===== config.mk =====
export PLATFORM = sky130hd
export DESIGN_NAME = datapath_p_flat
export DESIGN_NICKNAME = d
export VERILOG_FILES = /design/src/rtl/datapath_p_if.sv /design/src/rtl/datapath_p.sv /design/src/flat_wrapper.sv
export SDC_FILE = /design/constraint.sdc
export NUM_CORES = 1
export LEC_CHECK = 0
export CORE_MARGIN = 3
export CORE_UTILIZATION = 55
export CTS_CLUSTER_SIZE = 28
export DETAILED_ROUTE_END_ITERATION = 16
export GPL_ROUTABILITY_DRIVEN = 0
export HOLD_SLACK_MARGIN = 0.02
export PLACE_DENSITY = 0.76
export REMOVE_ABC_BUFFERS = 1
export SYNTH_ARGS = -nofsm -noshare
export SYNTH_HDL_FRONTEND = slang
export SYNTH_SLANG_ARGS = --single-unit

===== constraint.sdc =====
create_clock -name Clk -period 6.5 [get_ports Clk]
set_clock_uncertainty 0.1 [all_clocks]
set_input_delay 1.3 -clock Clk [delete_from_list [all_inputs] [get_ports Clk]]
set_output_delay 1.3 -clock Clk [all_outputs]
set_load 0.02 [all_outputs]

===== src/rtl/datapath_p_if.sv =====
// Control, memory and architectural-register bundle for the datapath.
// The master side drives the control word; the slave side is the datapath.
interface datapath_p_if #(
    parameter int WIDTH = 16
);
    logic             LD_MAR, LD_MDR, LD_IR, LD_BEN, LD_CC, LD_REG, LD_PC, LD_LED;
    logic             GatePC, GateMDR, GateALU, GateMARMUX;
    logic [1:0]       PCMUX;
    logic             DRMUX, SR1MUX, SR2MUX, ADDR1MUX;
    logic [1:0]       ADDR2MUX;
    logic [1:0]       ALUK;
    logic             MIO_EN;
    logic             Mem_Rdy;
    logic [WIDTH-1:0] MDR_In;

    logic [WIDTH-1:0] MAR, MDR, PC, IR;
    logic             BEN;
    logic [2:0]       NZP;
    logic [9:0]       LED;
    logic             Mdr_Busy;
    logic             Bus_Err;
    logic             Bus_Err_Sticky;

    modport master (
        output LD_MAR, LD_MDR, LD_IR, LD_BEN, LD_CC, LD_REG, LD_PC, LD_LED,
        output GatePC, GateMDR, GateALU, GateMARMUX,
        output PCMUX, DRMUX, SR1MUX, SR2MUX, ADDR1MUX, ADDR2MUX, ALUK,
        output MIO_EN, Mem_Rdy, MDR_In,
        input  MAR, MDR, PC, IR, BEN, NZP, LED, Mdr_Busy, Bus_Err, Bus_Err_Sticky
    );

    modport slave (
        input  LD_MAR, LD_MDR, LD_IR, LD_BEN, LD_CC, LD_REG, LD_PC, LD_LED,
        input  GatePC, GateMDR, GateALU, GateMARMUX,
        input  PCMUX, DRMUX, SR1MUX, SR2MUX, ADDR1MUX, ADDR2MUX, ALUK,
        input  MIO_EN, Mem_Rdy, MDR_In,
        output MAR, MDR, PC, IR, BEN, NZP, LED, Mdr_Busy, Bus_Err, Bus_Err_Sticky
    );
endinterface


===== src/rtl/datapath_p.sv =====
// LC-3 style single-bus datapath: register file, ALU, address adder, PC/MAR/MDR/IR,
// condition codes, branch enable, LED latch and an MDR memory-wait FSM.
module datapath_p #(
    parameter int               WIDTH    = 16,
    parameter logic [WIDTH-1:0] RESET_PC = '0
) (
    input logic          Clk,
    input logic          Reset,
    datapath_p_if.slave  bus_if
);

    typedef enum logic {IDLE, WAIT} mdr_state_t;

    logic [WIDTH-1:0] pc_r, mar_r, mdr_r, ir_r;
    logic [WIDTH-1:0] regs_r [8];
    logic [2:0]       nzp_r;
    logic             ben_r;
    logic [9:0]       led_r;
    logic             sticky_r;
    mdr_state_t       state_r;
    logic             busy_r;

    function automatic logic signed [WIDTH-1:0] sext5(input logic [4:0] f);
        return {{(WIDTH-5){f[4]}}, f};
    endfunction

    function automatic logic signed [WIDTH-1:0] sext6(input logic [5:0] f);
        return {{(WIDTH-6){f[5]}}, f};
    endfunction

    function automatic logic signed [WIDTH-1:0] sext9(input logic [8:0] f);
        return {{(WIDTH-9){f[8]}}, f};
    endfunction

    function automatic logic signed [WIDTH-1:0] sext11(input logic [10:0] f);
        return {{(WIDTH-11){f[10]}}, f};
    endfunction

    logic [3:0]              gates;
    logic                    bus_err;
    logic [2:0]              sr1_idx, sr2_idx, dr_idx;
    logic signed [WIDTH-1:0] sr1, sr2;
    logic signed [WIDTH-1:0] alu_b, alu_out;
    logic signed [WIDTH-1:0] addr_a, addr_b, adder_sum;
    logic [WIDTH-1:0]        bus;
    logic                    bus_n, bus_z;

    assign gates   = {bus_if.GatePC, bus_if.GateMDR, bus_if.GateALU, bus_if.GateMARMUX};
    // Clearing the lowest set bit leaves something only when two or more gates are on.
    assign bus_err = |(gates & (gates - 4'd1));

    assign sr1_idx = bus_if.SR1MUX ? ir_r[8:6] : ir_r[11:9];
    assign sr2_idx = ir_r[2:0];
    assign dr_idx  = bus_if.DRMUX ? 3'd7 : ir_r[11:9];
    assign sr1     = regs_r[sr1_idx];
    assign sr2     = regs_r[sr2_idx];
    assign alu_b   = bus_if.SR2MUX ? sext5(ir_r[4:0]) : sr2;

    always_comb begin
        alu_out = sr1;
        case (bus_if.ALUK)
            2'b00:   alu_out = sr1 + alu_b;
            2'b01:   alu_out = sr1 & alu_b;
            2'b10:   alu_out = ~sr1;
            default: alu_out = sr1;
        endcase
    end

    assign addr_a = bus_if.ADDR1MUX ? sr1 : pc_r;

    always_comb begin
        addr_b = '0;
        case (bus_if.ADDR2MUX)
            2'b00:   addr_b = '0;
            2'b01:   addr_b = sext6(ir_r[5:0]);
            2'b10:   addr_b = sext9(ir_r[8:0]);
            default: addr_b = sext11(ir_r[10:0]);
        endcase
    end

    assign adder_sum = addr_a + addr_b;

    // A contended or idle bus reads as zero rather than a wired-OR of sources.
    always_comb begin
        bus = '0;
        case (gates)
            4'b1000: bus = pc_r;
            4'b0100: bus = mdr_r;
            4'b0010: bus = alu_out;
            4'b0001: bus = adder_sum;
            default: bus = '0;
        endcase
    end

    assign bus_n = bus[WIDTH-1];
    assign bus_z = (bus == '0);

    always_ff @(posedge Clk) begin
        if (Reset) begin
            pc_r     <= RESET_PC;
            mar_r    <= '0;
            ir_r     <= '0;
            nzp_r    <= 3'b010;
            ben_r    <= 1'b0;
            led_r    <= '0;
            sticky_r <= 1'b0;
            for (int i = 0; i < 8; i++) regs_r[i] <= '0;
        end else begin
            if (bus_if.LD_PC) begin
                case (bus_if.PCMUX)
                    2'b00:   pc_r <= pc_r + 1'b1;
                    2'b01:   pc_r <= bus;
                    2'b10:   pc_r <= adder_sum;
                    default: pc_r <= pc_r;
                endcase
            end
            if (bus_if.LD_MAR) mar_r <= bus;
            if (bus_if.LD_IR)  ir_r  <= bus;
            if (bus_if.LD_REG) regs_r[dr_idx] <= bus;
            if (bus_if.LD_CC)  nzp_r <= {bus_n, bus_z, ~bus_n & ~bus_z};
            if (bus_if.LD_BEN)
                ben_r <= (ir_r[11] & nzp_r[2]) | (ir_r[10] & nzp_r[1]) | (ir_r[9] & nzp_r[0]);
            if (bus_if.LD_LED) led_r <= ir_r[9:0];
            if (bus_err) sticky_r <= 1'b1;
        end
    end

    // MDR load FSM; a bus load always wins, including over a late Mem_Rdy.
    always_ff @(posedge Clk) begin
        if (Reset) begin
            state_r <= IDLE;
            busy_r  <= 1'b0;
            mdr_r   <= '0;
        end else begin
            case (state_r)
                IDLE: begin
                    if (bus_if.LD_MDR) begin
                        if (!bus_if.MIO_EN) begin
                            mdr_r <= bus;
                        end else if (bus_if.Mem_Rdy) begin
                            mdr_r <= bus_if.MDR_In;
                        end else begin
                            state_r <= WAIT;
                            busy_r  <= 1'b1;
                        end
                    end
                end
                WAIT: begin
                    if (bus_if.LD_MDR && !bus_if.MIO_EN) begin
                        mdr_r   <= bus;
                        state_r <= IDLE;
                        busy_r  <= 1'b0;
                    end else if (bus_if.Mem_Rdy) begin
                        mdr_r   <= bus_if.MDR_In;
                        state_r <= IDLE;
                        busy_r  <= 1'b0;
                    end
                end
                default: begin
                    state_r <= IDLE;
                    busy_r  <= 1'b0;
                end
            endcase
        end
    end

    assign bus_if.PC             = pc_r;
    assign bus_if.MAR            = mar_r;
    assign bus_if.MDR            = mdr_r;
    assign bus_if.IR             = ir_r;
    assign bus_if.NZP            = nzp_r;
    assign bus_if.BEN            = ben_r;
    assign bus_if.LED            = led_r;
    assign bus_if.Mdr_Busy       = busy_r;
    assign bus_if.Bus_Err        = bus_err;
    assign bus_if.Bus_Err_Sticky = sticky_r;

endmodule


===== src/flat_wrapper.sv =====
// flat-port wrapper written by rule: the top's interface ports become plain ports
module datapath_p_flat 
#(
    parameter int               WIDTH    = 16,
    parameter logic [WIDTH-1:0] RESET_PC = '0
)
  (Clk, Reset, bus_if_LD_MAR, bus_if_LD_MDR, bus_if_LD_IR, bus_if_LD_BEN, bus_if_LD_CC, bus_if_LD_REG, bus_if_LD_PC, bus_if_LD_LED, bus_if_GatePC, bus_if_GateMDR, bus_if_GateALU, bus_if_GateMARMUX, bus_if_PCMUX, bus_if_DRMUX, bus_if_SR1MUX, bus_if_SR2MUX, bus_if_ADDR1MUX, bus_if_ADDR2MUX, bus_if_ALUK, bus_if_MIO_EN, bus_if_Mem_Rdy, bus_if_MDR_In, bus_if_MAR, bus_if_MDR, bus_if_PC, bus_if_IR, bus_if_BEN, bus_if_NZP, bus_if_LED, bus_if_Mdr_Busy, bus_if_Bus_Err, bus_if_Bus_Err_Sticky);
  datapath_p_if #(.WIDTH(WIDTH)) bus_if_i ();
  input logic Clk;
  input logic Reset;
  input wire logic [$bits(bus_if_i.LD_MAR)-1:0] bus_if_LD_MAR;
  input wire logic [$bits(bus_if_i.LD_MDR)-1:0] bus_if_LD_MDR;
  input wire logic [$bits(bus_if_i.LD_IR)-1:0] bus_if_LD_IR;
  input wire logic [$bits(bus_if_i.LD_BEN)-1:0] bus_if_LD_BEN;
  input wire logic [$bits(bus_if_i.LD_CC)-1:0] bus_if_LD_CC;
  input wire logic [$bits(bus_if_i.LD_REG)-1:0] bus_if_LD_REG;
  input wire logic [$bits(bus_if_i.LD_PC)-1:0] bus_if_LD_PC;
  input wire logic [$bits(bus_if_i.LD_LED)-1:0] bus_if_LD_LED;
  input wire logic [$bits(bus_if_i.GatePC)-1:0] bus_if_GatePC;
  input wire logic [$bits(bus_if_i.GateMDR)-1:0] bus_if_GateMDR;
  input wire logic [$bits(bus_if_i.GateALU)-1:0] bus_if_GateALU;
  input wire logic [$bits(bus_if_i.GateMARMUX)-1:0] bus_if_GateMARMUX;
  input wire logic [$bits(bus_if_i.PCMUX)-1:0] bus_if_PCMUX;
  input wire logic [$bits(bus_if_i.DRMUX)-1:0] bus_if_DRMUX;
  input wire logic [$bits(bus_if_i.SR1MUX)-1:0] bus_if_SR1MUX;
  input wire logic [$bits(bus_if_i.SR2MUX)-1:0] bus_if_SR2MUX;
  input wire logic [$bits(bus_if_i.ADDR1MUX)-1:0] bus_if_ADDR1MUX;
  input wire logic [$bits(bus_if_i.ADDR2MUX)-1:0] bus_if_ADDR2MUX;
  input wire logic [$bits(bus_if_i.ALUK)-1:0] bus_if_ALUK;
  input wire logic [$bits(bus_if_i.MIO_EN)-1:0] bus_if_MIO_EN;
  input wire logic [$bits(bus_if_i.Mem_Rdy)-1:0] bus_if_Mem_Rdy;
  input wire logic [$bits(bus_if_i.MDR_In)-1:0] bus_if_MDR_In;
  output wire logic [$bits(bus_if_i.MAR)-1:0] bus_if_MAR;
  output wire logic [$bits(bus_if_i.MDR)-1:0] bus_if_MDR;
  output wire logic [$bits(bus_if_i.PC)-1:0] bus_if_PC;
  output wire logic [$bits(bus_if_i.IR)-1:0] bus_if_IR;
  output wire logic [$bits(bus_if_i.BEN)-1:0] bus_if_BEN;
  output wire logic [$bits(bus_if_i.NZP)-1:0] bus_if_NZP;
  output wire logic [$bits(bus_if_i.LED)-1:0] bus_if_LED;
  output wire logic [$bits(bus_if_i.Mdr_Busy)-1:0] bus_if_Mdr_Busy;
  output wire logic [$bits(bus_if_i.Bus_Err)-1:0] bus_if_Bus_Err;
  output wire logic [$bits(bus_if_i.Bus_Err_Sticky)-1:0] bus_if_Bus_Err_Sticky;
  assign bus_if_i.LD_MAR = bus_if_LD_MAR;
  assign bus_if_i.LD_MDR = bus_if_LD_MDR;
  assign bus_if_i.LD_IR = bus_if_LD_IR;
  assign bus_if_i.LD_BEN = bus_if_LD_BEN;
  assign bus_if_i.LD_CC = bus_if_LD_CC;
  assign bus_if_i.LD_REG = bus_if_LD_REG;
  assign bus_if_i.LD_PC = bus_if_LD_PC;
  assign bus_if_i.LD_LED = bus_if_LD_LED;
  assign bus_if_i.GatePC = bus_if_GatePC;
  assign bus_if_i.GateMDR = bus_if_GateMDR;
  assign bus_if_i.GateALU = bus_if_GateALU;
  assign bus_if_i.GateMARMUX = bus_if_GateMARMUX;
  assign bus_if_i.PCMUX = bus_if_PCMUX;
  assign bus_if_i.DRMUX = bus_if_DRMUX;
  assign bus_if_i.SR1MUX = bus_if_SR1MUX;
  assign bus_if_i.SR2MUX = bus_if_SR2MUX;
  assign bus_if_i.ADDR1MUX = bus_if_ADDR1MUX;
  assign bus_if_i.ADDR2MUX = bus_if_ADDR2MUX;
  assign bus_if_i.ALUK = bus_if_ALUK;
  assign bus_if_i.MIO_EN = bus_if_MIO_EN;
  assign bus_if_i.Mem_Rdy = bus_if_Mem_Rdy;
  assign bus_if_i.MDR_In = bus_if_MDR_In;
  assign bus_if_MAR = bus_if_i.MAR;
  assign bus_if_MDR = bus_if_i.MDR;
  assign bus_if_PC = bus_if_i.PC;
  assign bus_if_IR = bus_if_i.IR;
  assign bus_if_BEN = bus_if_i.BEN;
  assign bus_if_NZP = bus_if_i.NZP;
  assign bus_if_LED = bus_if_i.LED;
  assign bus_if_Mdr_Busy = bus_if_i.Mdr_Busy;
  assign bus_if_Bus_Err = bus_if_i.Bus_Err;
  assign bus_if_Bus_Err_Sticky = bus_if_i.Bus_Err_Sticky;
  datapath_p #(.WIDTH(WIDTH), .RESET_PC(RESET_PC)) u_core (.Clk(Clk), .Reset(Reset), .bus_if(bus_if_i));
endmodule

==> impl_metrics.ini, run 1 <==
[setup_path]
cp_slowest_cell = clkdlybuf4s50_1
r2r-start = u_core.bus_if.IR[6]$_SDFFE_PP0P_
cpLargestDelayFamily = simple AND/OR/NAND/NOR gates
path_cells = clkdlybuf4s50_1, buf_4, mux2i_4, buf_4, mux4_2, mux2i_1, inv_1, ha_1, nand2_1, nor3_1, nor2b_1, a21oi_1, o21a_1, o21ai_1, nor3b_1, or3_4, nand3_1, a311oi_1
cp_common_cell = buf_4
critical_path_buf_inv_count = 4
crit_path_start_kind = input port
reg2regPathDepth = 19
required_ns = 6.83
crit_path_max_incr_delay_ns = 0.54
r2r_slack_ns = 1.15
end_kind = register
critPathMaxFanout = 19
startpoint = bus_if_SR1MUX
r2r-end = u_core.regs_r[0][15]$_SDFFCE_PN0P_
cp.arrival_ns = 6.39
path_class = input port to register

[logic_synthesis]
netlist.area_leader.share_pct = 28.2
ys_async_sr_fraction_pct = 0
synth.area.top_cells = edfxtp_1 (28%), dfxtp_1 (12%), mux4_2 (7.8%)
yosys-top-cells-count = nor2_1 (282), edfxtp_1 (128), a21oi_1 (96)
yosys.area.top_type = edfxtp_1
ys_ff_latch = 212
synth_area_um2 = 13600
synth_cells = 1427
syn_avg_cell_area_um2 = 9.55
ys.flop_type = edfxtp_1
ys_seq_area_share_pct = 40.6
synth_warnings = 0
synth_edf_count = 128
yosys.cell_count.top_type = nor2_1
synth_cell_type_count = 89

[detailed_routing]
drtAntennaViolNets = 0
vias_per_cell = 6.73
first_pass_iters = 6
route.detailed.drc = 0
wl_mm = 46.4
drt_iter0_drc = 1872
wire_per_inst_um = 25.0
num_vias = 12500

[grt]
grt_pass1_vias = 12000
antenna_found_initial = 1
grt_pass1_wl_mm = 70.4
grt_remaining_overflow = 0
grt_max_degree = 83
grt_usage_pct = 34.5

[sta]
rsz0062_at_grt = no
fmax_ghz = 0.165
fin_crit_sh_pct = 93.1
setup_viol = 0
setup-tns-final_ns = 0
worst_pin_slew_ns = 1.24
slew_headroom_pct = 17.6
slew_violations = 0
fin_crit_ns = 6.05
hold_viol_final = 0

[clock_tree]
cts_buffers = 23
cts_resized = 0
cts_sinks = 212
clk_pin_slew_worst_paths_ns = 0.06
post_cts_buffers = 0
cts_tree = done
cts.htree.levels = 1
ctsHoldBuffers = 0
cts.root.buffer_cell = clkbuf_16
clock_latency_ns = 0.54
cts_buffer_depth = 3

[worst_hold_path]
worstHoldStart = u_core.bus_if.IR[13]$_SDFFE_PP0P_
hp-class = register to register
min_delay_path_depth = 2
hold_end = u_core.bus_if.IR[13]$_SDFFE_PP0P_

[floorplan]
start_util_pct = 57.0
rows = 56
die_x_um = 163
core_area_um2 = 23900
fp.dieH_um = 163
die-area_um2 = 26700
ios = 123

[layout]
nets = 1601
drive_gt1_share_pct = 12.0
final_core_util_pct = 66.7
area_growth_pct = 17.0
seqCellArea_um2 = 5530
diodes = 0
n_fill_cell = 1847
multiInputGateArea_um2 = 7500

[run_status]
status = completed

[power]
power_w = 0.00378
ir_drop_v = 0.000224
powerDensity_nw_per_um2 = 237
leakage_nw = 5.76

[placed_design]
port_buffers = 122
dp_hpwl_mm = 31.9

[job]
maxCapViolCount = 0
## stage by stage
stage	instances	setup slack (ns)	instance area (um2)	hold slack [ns]
3_3_place_gp	1816	0.185	15200	0.351
4_1_cts	1856	0.632	15900	0.386
2_1_floorplan	1316	0.629	13200	0.451
3_5_place_dp	1816	0.0936	15200	0.376
5_1_grt	1856	0.248	15900	0.409
6_report	1856	0.448	15900	0.382
## kinds of logic (layout without fill, tap and decap cells)
group	count (synthesis)	count (layout)	share of synthesized area (%)
AOI/OAI and AO/OA	331	331	16.5
xor gates and xnor gates	32	32	2.25
adders and majority gates	38	38	3.58
buffers and inverters	146	256	4.44
DFF	212	212	40.6
muxes	141	141	15.1
and+or+nand+nor	527	527	17.6
## worst reg2reg max path, cell delays in order, from the launching register on
cell	delay [ns]
dfxtp_1	0.78
mux2_4	0.43
buf_4	0.21
mux2i_1	0.22
mux2i_1	0.10
mux2i_1	0.19
buf_4	0.17
a21oi_1	0.07
ha_1	0.38
a21oi_1	0.17
nor2b_1	0.08
o31a_1	0.27
o21ai_0	0.43
o31a_1	0.27
o21ai_0	0.15
xor2_1	0.21
o2111ai_1	0.17
nor3_2	0.30
buf_4	0.29
nor2_1	0.08
## routing by layer
layer | track usage (%) | part of all wire (%) | vias up
li1 | - | - | 5455
met1 | 47.4 | 38 | 5962
met2 | 53.5 | 45 | 910
met3 | 8.45 | 13 | 162
met4 | 12.8 | 4.4 | 0
met5 | 0 | 0 | -
## registers in the layout (all words and copies together) (netlist names), named ones only
| register | count |
|---|---|
| u_core.regs_r | 128 |
| u_core.bus_if.IR | 16 |
| u_core.bus_if.MAR | 16 |
| u_core.bus_if.MDR | 16 |
| u_core.bus_if.PC | 16 |
| u_core.bus_if.LED | 10 |
| u_core.bus_if.NZP | 3 |
| u_core.bus_if.BEN | 1 |
| u_core.bus_if.Bus_Err_Sticky | 1 |
| u_core.bus_if.Mdr_Busy | 1 |
| u_core.state_r | 1 |
## cell usage in the layout (no fill, tap or decap), types with 6 or more instances in the layout
cell type / n
xor2_1: 6
mux4_2: 47
nand3_1: 24
o21a_1: 11
nand2b_1: 28
and3_1: 11
nor2b_1: 32
nand4_1: 10
ha_1: 35
o21ai_0: 46
dfxtp_1: 83
clkbuf_16: 23
inv_1: 34
a31oi_1: 8
edfxtp_1: 128
xnor2_1: 24
mux2i_1: 77
a222oi_1: 10
a22oi_1: 8
buf_4: 58
clkinv_2: 6
nor3_1: 14
mux2_2: 10
nand2_1: 84
clkdlybuf4s50_1: 121
a21o_1: 6
a21oi_1: 96
nor3b_1: 6
nor2_1: 282
o221ai_1: 6
a211oi_1: 74
## how the worst max path moves through the flow
stage	endpoint	slack (ns)	cells after the start
2_1_floorplan	u_core.bus_if.NZP[1]$_SDFFE_PP1P_	0.63	15
3_3_place_gp	u_core.bus_if.MDR[15]$_SDFFE_PP0P_	0.18	21
3_5_place_dp	u_core.bus_if.MDR[15]$_SDFFE_PP0P_	0.09	17
4_1_cts	u_core.bus_if.NZP[0]$_SDFFE_PP0P_	0.63	22
5_1_grt	u_core.bus_if.PC[15]$_SDFFE_PP0P_	0.25	18
6_report	u_core.bus_if.PC[15]$_SDFFE_PP0P_	0.45	18
## layout make-up
class	instances	area share [%]
Sequential cell	212	34.7
Clock buffer	28	3.85
Inverter	35	0.824
Multi-Input combinational cell	1069	47.1
Clock inverter	12	0.620
Timing Repair Buffer	181	10.5
Tap cell	319	2.50
## report_power, final
group	total, W	switching [W]	internal, W
Combinational	0.000939	0.000550	0.000389
Sequential	0.00157	0.0000815	0.00149
Clock	0.00127	0.000555	0.000714
Power figures use the tool's default switching activity.
==> inputs of run 2 (changes only) <==
SETUP_SLACK_MARGIN = 0.1   (was not set)
SLEW_MARGIN = 10   (was not set)
==> results of run 2 <==
No change in the layout: final DEF, timing and power equal those of run 1.
